<file path="config.mk">
export PLATFORM = sky130hd
export DESIGN_NAME = ucpu_bus_sequencer
export DESIGN_NICKNAME = d
export VERILOG_FILES = /design/src/rtl/ucpu_bus_sequencer.sv
export SDC_FILE = /design/constraint.sdc
export NUM_CORES = 1
export LEC_CHECK = 0
export CORE_ASPECT_RATIO = 0.6
export CORE_UTILIZATION = 51
export DETAILED_ROUTE_END_ITERATION = 6
export GPL_ROUTABILITY_DRIVEN = 0
export PLACE_DENSITY_LB_ADDON = 0.08
export SETUP_SLACK_MARGIN = 0.05
export SYNTH_ARGS = -nofsm -noshare
export SYNTH_HDL_FRONTEND = slang
export SYNTH_SLANG_ARGS = --single-unit
</file>
<file path="constraint.sdc">
create_clock -name sys_clk -period 4.92 [get_ports sys_clk]
set_clock_uncertainty 0.05 [all_clocks]
set_input_delay 0.738 -clock sys_clk [delete_from_list [all_inputs] [get_ports sys_clk]]
set_output_delay 0.738 -clock sys_clk [all_outputs]
set_load 0.005 [all_outputs]
</file>
<file path="src/rtl/ucpu_bus_sequencer.sv">
// Micro-sequencer with registered N-source write bus and one-hot consumer strobes.
// Optional macro UCPU_BUS_BRGT_EN adds cmp_gt_mode for unsigned greater-than branches.
module ucpu_bus_sequencer #(
  parameter int unsigned DATA_W       = 8,
  parameter int unsigned NSRC         = 8,
  parameter int unsigned NDST         = 8,
  parameter int unsigned MPC_W        = 8,
  parameter int unsigned RSTACK_DEPTH = 4,
  localparam int unsigned SRC_W       = (NSRC > 1) ? $clog2(NSRC) : 1,
  localparam int unsigned DST_W       = (NDST > 1) ? $clog2(NDST) : 1
) (
  input  logic                   sys_clk,
  input  logic                   sys_rst,
  input  logic [NSRC*DATA_W-1:0] src_data,
  input  logic                   minstr_valid,
  input  logic [2:0]             minstr_type,
  input  logic [SRC_W-1:0]       src_sel,
  input  logic [DST_W-1:0]       dst_sel,
  input  logic [DATA_W-1:0]      imm,
  input  logic [MPC_W-1:0]       mbranch_target,
  input  logic                   stall_in,
`ifdef UCPU_BUS_BRGT_EN
  input  logic                   cmp_gt_mode,
`endif
  output logic [MPC_W-1:0]       m_pc,
  output logic [DATA_W-1:0]      bus_q,
  output logic [NDST-1:0]        dst_we,
  output logic                   halted,
  output logic                   fault
);

  localparam int unsigned SP_W      = $clog2(RSTACK_DEPTH + 1);
  localparam int unsigned STK_IDX_W = (RSTACK_DEPTH > 1) ? $clog2(RSTACK_DEPTH) : 1;

  localparam logic [2:0] OpNop  = 3'd0;
  localparam logic [2:0] OpMove = 3'd1;
  localparam logic [2:0] OpMovi = 3'd2;
  localparam logic [2:0] OpBr   = 3'd3;
  localparam logic [2:0] OpJump = 3'd4;
  localparam logic [2:0] OpCall = 3'd5;
  localparam logic [2:0] OpRet  = 3'd6;
  localparam logic [2:0] OpHalt = 3'd7;

  typedef enum logic [1:0] {StRun, StHalt, StFault} state_e;

  state_e             r_state;
  logic [MPC_W-1:0]   r_pc;
  logic [DATA_W-1:0]  r_bus;
  logic [NDST-1:0]    r_dst_we;
  logic [SP_W-1:0]    r_sp;
  logic [MPC_W-1:0]   r_stack [RSTACK_DEPTH];

  logic               w_issue;
  logic [DATA_W-1:0]  w_src_val;
  logic [NDST-1:0]    w_dst_oh;
  logic               w_br_take;
  logic [MPC_W-1:0]   w_pc_inc;
  logic               w_stk_full;
  logic               w_stk_empty;
  logic [STK_IDX_W-1:0] w_push_idx;
  logic [STK_IDX_W-1:0] w_pop_idx;

  assign w_issue     = (r_state == StRun) && minstr_valid && !stall_in;
  assign w_pc_inc    = r_pc + MPC_W'(1);
  assign w_stk_full  = (r_sp == SP_W'(RSTACK_DEPTH));
  assign w_stk_empty = (r_sp == '0);
  assign w_push_idx  = STK_IDX_W'(r_sp);
  assign w_pop_idx   = STK_IDX_W'(r_sp - SP_W'(1));

  // Out-of-range selects fall through the loops: source reads 0, no strobe fires.
  always_comb begin
    w_src_val = '0;
    for (int unsigned i = 0; i < NSRC; i++) begin
      if (32'(src_sel) == i) w_src_val = src_data[i*DATA_W +: DATA_W];
    end
  end

  always_comb begin
    w_dst_oh = '0;
    for (int unsigned i = 0; i < NDST; i++) begin
      if (32'(dst_sel) == i) w_dst_oh[i] = 1'b1;
    end
  end

`ifdef UCPU_BUS_BRGT_EN
  assign w_br_take = cmp_gt_mode ? (w_src_val > imm) : (w_src_val == imm);
`else
  assign w_br_take = (w_src_val == imm);
`endif

  always_ff @(posedge sys_clk) begin
    if (sys_rst) begin
      r_state  <= StRun;
      r_pc     <= '0;
      r_bus    <= '0;
      r_dst_we <= '0;
      r_sp     <= '0;
    end else begin
      r_dst_we <= '0;
      if (w_issue) begin
        case (minstr_type)
          OpNop: r_pc <= w_pc_inc;
          OpMove: begin
            r_bus    <= w_src_val;
            r_dst_we <= w_dst_oh;
            r_pc     <= w_pc_inc;
          end
          OpMovi: begin
            r_bus    <= imm;
            r_dst_we <= w_dst_oh;
            r_pc     <= w_pc_inc;
          end
          OpBr:   r_pc <= w_br_take ? mbranch_target : w_pc_inc;
          OpJump: r_pc <= mbranch_target;
          OpCall: begin
            if (w_stk_full) begin
              r_state <= StFault;
            end else begin
              r_stack[w_push_idx] <= w_pc_inc;
              r_sp                <= r_sp + SP_W'(1);
              r_pc                <= mbranch_target;
            end
          end
          OpRet: begin
            if (w_stk_empty) begin
              r_state <= StFault;
            end else begin
              r_pc <= r_stack[w_pop_idx];
              r_sp <= r_sp - SP_W'(1);
            end
          end
          OpHalt: r_state <= StHalt;
          default: ;
        endcase
      end
    end
  end

  assign m_pc   = r_pc;
  assign bus_q  = r_bus;
  assign dst_we = r_dst_we;
  assign halted = (r_state == StHalt);
  assign fault  = (r_state == StFault);

endmodule

</file>
==> impl_metrics.env <==
export IMPL_postCtsResizedCells=0
export IMPL_fin_crit_ns=3.91
export IMPL_tritoncts_num_buffers=9
export IMPL_nFillCells=489
export IMPL_grt_max_degree=35
export IMPL_cts_tree="yes"
export IMPL_p_sw_share_pct=23.7
export IMPL_yosysTopAreaCellShare_pct=25.6
export IMPL_die_x_um=113
export IMPL_yosys_most_used_dff="edfxtp_1"
export IMPL_intPower_mw=1.09
export IMPL_ys_async_sr_fraction_pct=0
export IMPL_yosysWarnings=0
export IMPL_syn_inst=377
export IMPL_leakage_nw=1.82
export IMPL_drive_above_1_share_pct=8.70
export IMPL_path_buf_inv=2
export IMPL_cp_top_family="buffers and inverters"
export IMPL_final_hold_viol_count=0
export IMPL_critPathSlowestCell="clkdlybuf4s50_1"
export IMPL_gr_total_overflow=0
export IMPL_place_ws_ns=0.720
export IMPL_synth_edff_count=32
export IMPL_yosysMostFrequentCell="nor2_1"
export IMPL_die_h_um=68.4
export IMPL_tightest_slew_ns=0.992
export IMPL_coreArea_mm2=0.00688
export IMPL_nets=589
export IMPL_ff2ff_setup_slack_ns=1.90
export IMPL_dpl_hpwl_um=7390
export IMPL_cp_data_arrival_time_ns=4.07
export IMPL_relSlewSlack_pct=33.4
export IMPL_ys_seq_area_share_pct=41.1
export IMPL_final_setup_tns_ns=0
export IMPL_yosysUniqueCellTypes=51
export IMPL_crit_path_cell_trace="clkdlybuf4s50_1 > buf_4 > mux2_2 > a22oi_1 > o21ai_1 > xnor2_1 > nand3_1 > nor4_4 > mux2i_1 > o21ai_2"
export IMPL_root_buffer="clkbuf_16"
export IMPL_drcViolationCount=0
export IMPL_num_antenna_cells=0
export IMPL_multi_input_area_mm2=0.00203
export IMPL_clock_path_buffers=2
export IMPL_wl_um=9810
export IMPL_max_stage_delay_ns=0.76
export IMPL_cap_violations=0
export IMPL_dp_cells=565
export IMPL_r2r_cells=6
export IMPL_grt_usage_pct=27.2
export IMPL_min_from="bus_q[2]$_SDFFE_PP0P_"
export IMPL_synthTopCellsByCount="nor2_1, edfxtp_1, dfxtp_1"
export IMPL_clock_latency_ns=0.33
export IMPL_final_util_pct=76.5
export IMPL_outcome="completed"
export IMPL_hold_path_endpoint="bus_q[2]$_SDFFE_PP0P_"
export IMPL_timing_rr_start="r_sp[0]$_SDFFE_PP0P_"
export IMPL_io_buffers=118
export IMPL_path_class="in2reg"
export IMPL_drtPass1Iterations=5
export IMPL_setup_slack_ns=1.01
export IMPL_path_clk_slew_ns=0.05
export IMPL_syn2layout_area_growth_pct=40.1
export IMPL_rows=23
export IMPL_drtIter0Drc=240
export IMPL_power_total_mw=1.43
export IMPL_postCtsSetupRepairBufs=0
export IMPL_first_global_vias=3174
export IMPL_switchingPower_mw=0.338
export IMPL_setup_viol=0
export IMPL_vdd_drop_max_uv=185
export IMPL_syn_avg_cell_area_um2=9.95
export IMPL_min_period_over_period_pct=79.4
export IMPL_synth_nets=477
export IMPL_slew_violations=0
export IMPL_seq_power_share_pct=38.8
export IMPL_cp_end_kind="flop"
export IMPL_grt_setup_unrepaired="false"
export IMPL_stdcell_count=581
export IMPL_drtAntennaViolNets=0
export IMPL_syn_area_mm2=0.00375
export IMPL_routedWlPerCell_um=16.9
export IMPL_die_area_mm2=0.00772
export IMPL_yosysTopAreaCell="edfxtp_1"
export IMPL_pwr_share_comb_pct=17.3
export IMPL_max_freq_mhz=256
export IMPL_htreeDepth=3
export IMPL_clock_sinks=61
export IMPL_initial_core_util_pct=54.6
export IMPL_ys_ff_latch=61
export IMPL_routed_via_count=3377
export IMPL_grt_first_pass_wirelength_um=15600
export IMPL_synthTopCellsByArea="edfxtp_1, dfxtp_1, mux4_2"
export IMPL_worst_setup_path_start_kind="primary input"
export IMPL_required_ns=5.08
export IMPL_whs_path_depth=2
export IMPL_worstPathMaxFanout=23
export IMPL_antenna_found_initial=0
export IMPL_io_pins=119
export IMPL_cellPowerDensity_mw_per_mm2=271
export IMPL_worstHoldPathType="reg2reg"
export IMPL_r2r_end="r_stack[2][3]$_DFFE_PP_"
export IMPL_vias_per_cell=5.81
export IMPL_hold_buffers=0
export IMPL_power_share_clock_pct=43.9
export IMPL_seq_area_mm2=0.00154
registers in the layout, summed over array words and instances, names as in the netlist:
| register | flops |
|---|---|
| dst_we | 8 |
| r_state | 2 |
| m_pc | 8 |
| r_sp | 3 |
| bus_q | 8 |
| r_stack | 32 |
through the flow:
stage	hold WS (ns)	cell area, µm²
after floorplan	0.417	3750
after detailed placement	0.433	4960
final	0.442	5260
after global routing	0.482	5260
after global placement	0.422	4960
after CTS	0.450	5260
worst min-delay path, cell delays in order (launching register included):
cell,delay [ns]
dfxtp_1,0.33
a21oi_1,0.06
nor2_1,0.07
cells in the final DEF (no fill, tap or decap), types with 6 or more instances in the layout:
master / Yosys / layout
buf_4: 0 / 6
nand2b_1: 14 / 14
nor2b_1: 8 / 8
o21ai_0: 16 / 16
nand3_1: 15 / 15
clkbuf_16: 0 / 9
mux4_2: 12 / 12
dfxtp_1: 29 / 29
edfxtp_1: 32 / 32
o22ai_1: 8 / 8
mux2i_1: 18 / 18
o221ai_1: 8 / 8
inv_1: 14 / 14
ha_1: 7 / 7
nor3_1: 7 / 7
o211ai_1: 10 / 10
xnor2_1: 12 / 12
clkdlybuf4s50_1: 0 / 118
nand2_1: 22 / 22
nor2_1: 39 / 39
a21oi_1: 27 / 27
cell families (layout without fill, tap and decap cells):
| family | count (synthesis) | count (layout) | synth area share [%] |
|---|---|---|---|
| xor gates and xnor gates | 16 | 16 | 3.73 |
| muxes | 37 | 37 | 14.6 |
| buffers and inverters | 37 | 154 | 4.87 |
| DFF | 61 | 61 | 41.1 |
| adders and majority gates | 7 | 7 | 2.33 |
| and+or+nand+nor | 119 | 119 | 16.0 |
| AOI/OAI and AO/OA | 100 | 100 | 17.4 |
area by class of cell:
type                            count  share of cell area, %
Sequential cell                    61                   29.3
Inverter                           14                  0.999
Clock buffer                       11                   4.62
Timing Repair Buffer              124                   23.3
Clock inverter                      5                   1.12
Tap cell                           87                   2.07
Multi-Input combinational cell    279                   38.6
power by group through the flow:
stage | sequential, mW | clock [mW] | combinational [mW]
after floorplan | 0.560 | 0 | 0.131
after global placement | 0.563 | 0 | 0.241
final | 0.553 | 0.626 | 0.247
after detailed placement | 0.563 | 0 | 0.245
after global routing | 0.554 | 0.654 | 0.269
after CTS | 0.553 | 0.633 | 0.246
metal layers:
layer  vias up  global-route usage [%]  part of all wire (%)
li1       1638                       -                     -
met1      1574                    35.3                    45
met2       152                    44.6                    45
met3        13                    7.71                   9.0
met4         0                    8.67                   1.3
met5         -                       0                     0
worst max path at each step:
| stage | startpoint | to | slack [ns] | depth (start not counted) |
|---|---|---|---|---|
| after floorplan | src_sel[0] | m_pc[0]$_SDFFE_PP0P_ | 1.96 | 9 |
| after global placement | src_sel[1] | m_pc[0]$_SDFFE_PP0P_ | 0.85 | 10 |
| after detailed placement | src_sel[1] | m_pc[0]$_SDFFE_PP0P_ | 0.72 | 10 |
| after CTS | src_sel[1] | m_pc[2]$_SDFFE_PP0P_ | 1.03 | 10 |
| after global routing | src_sel[1] | m_pc[2]$_SDFFE_PP0P_ | 0.76 | 10 |
| final | src_sel[1] | m_pc[2]$_SDFFE_PP0P_ | 1.01 | 10 |
No activity file was read; power rests on OpenSTA's default activity.
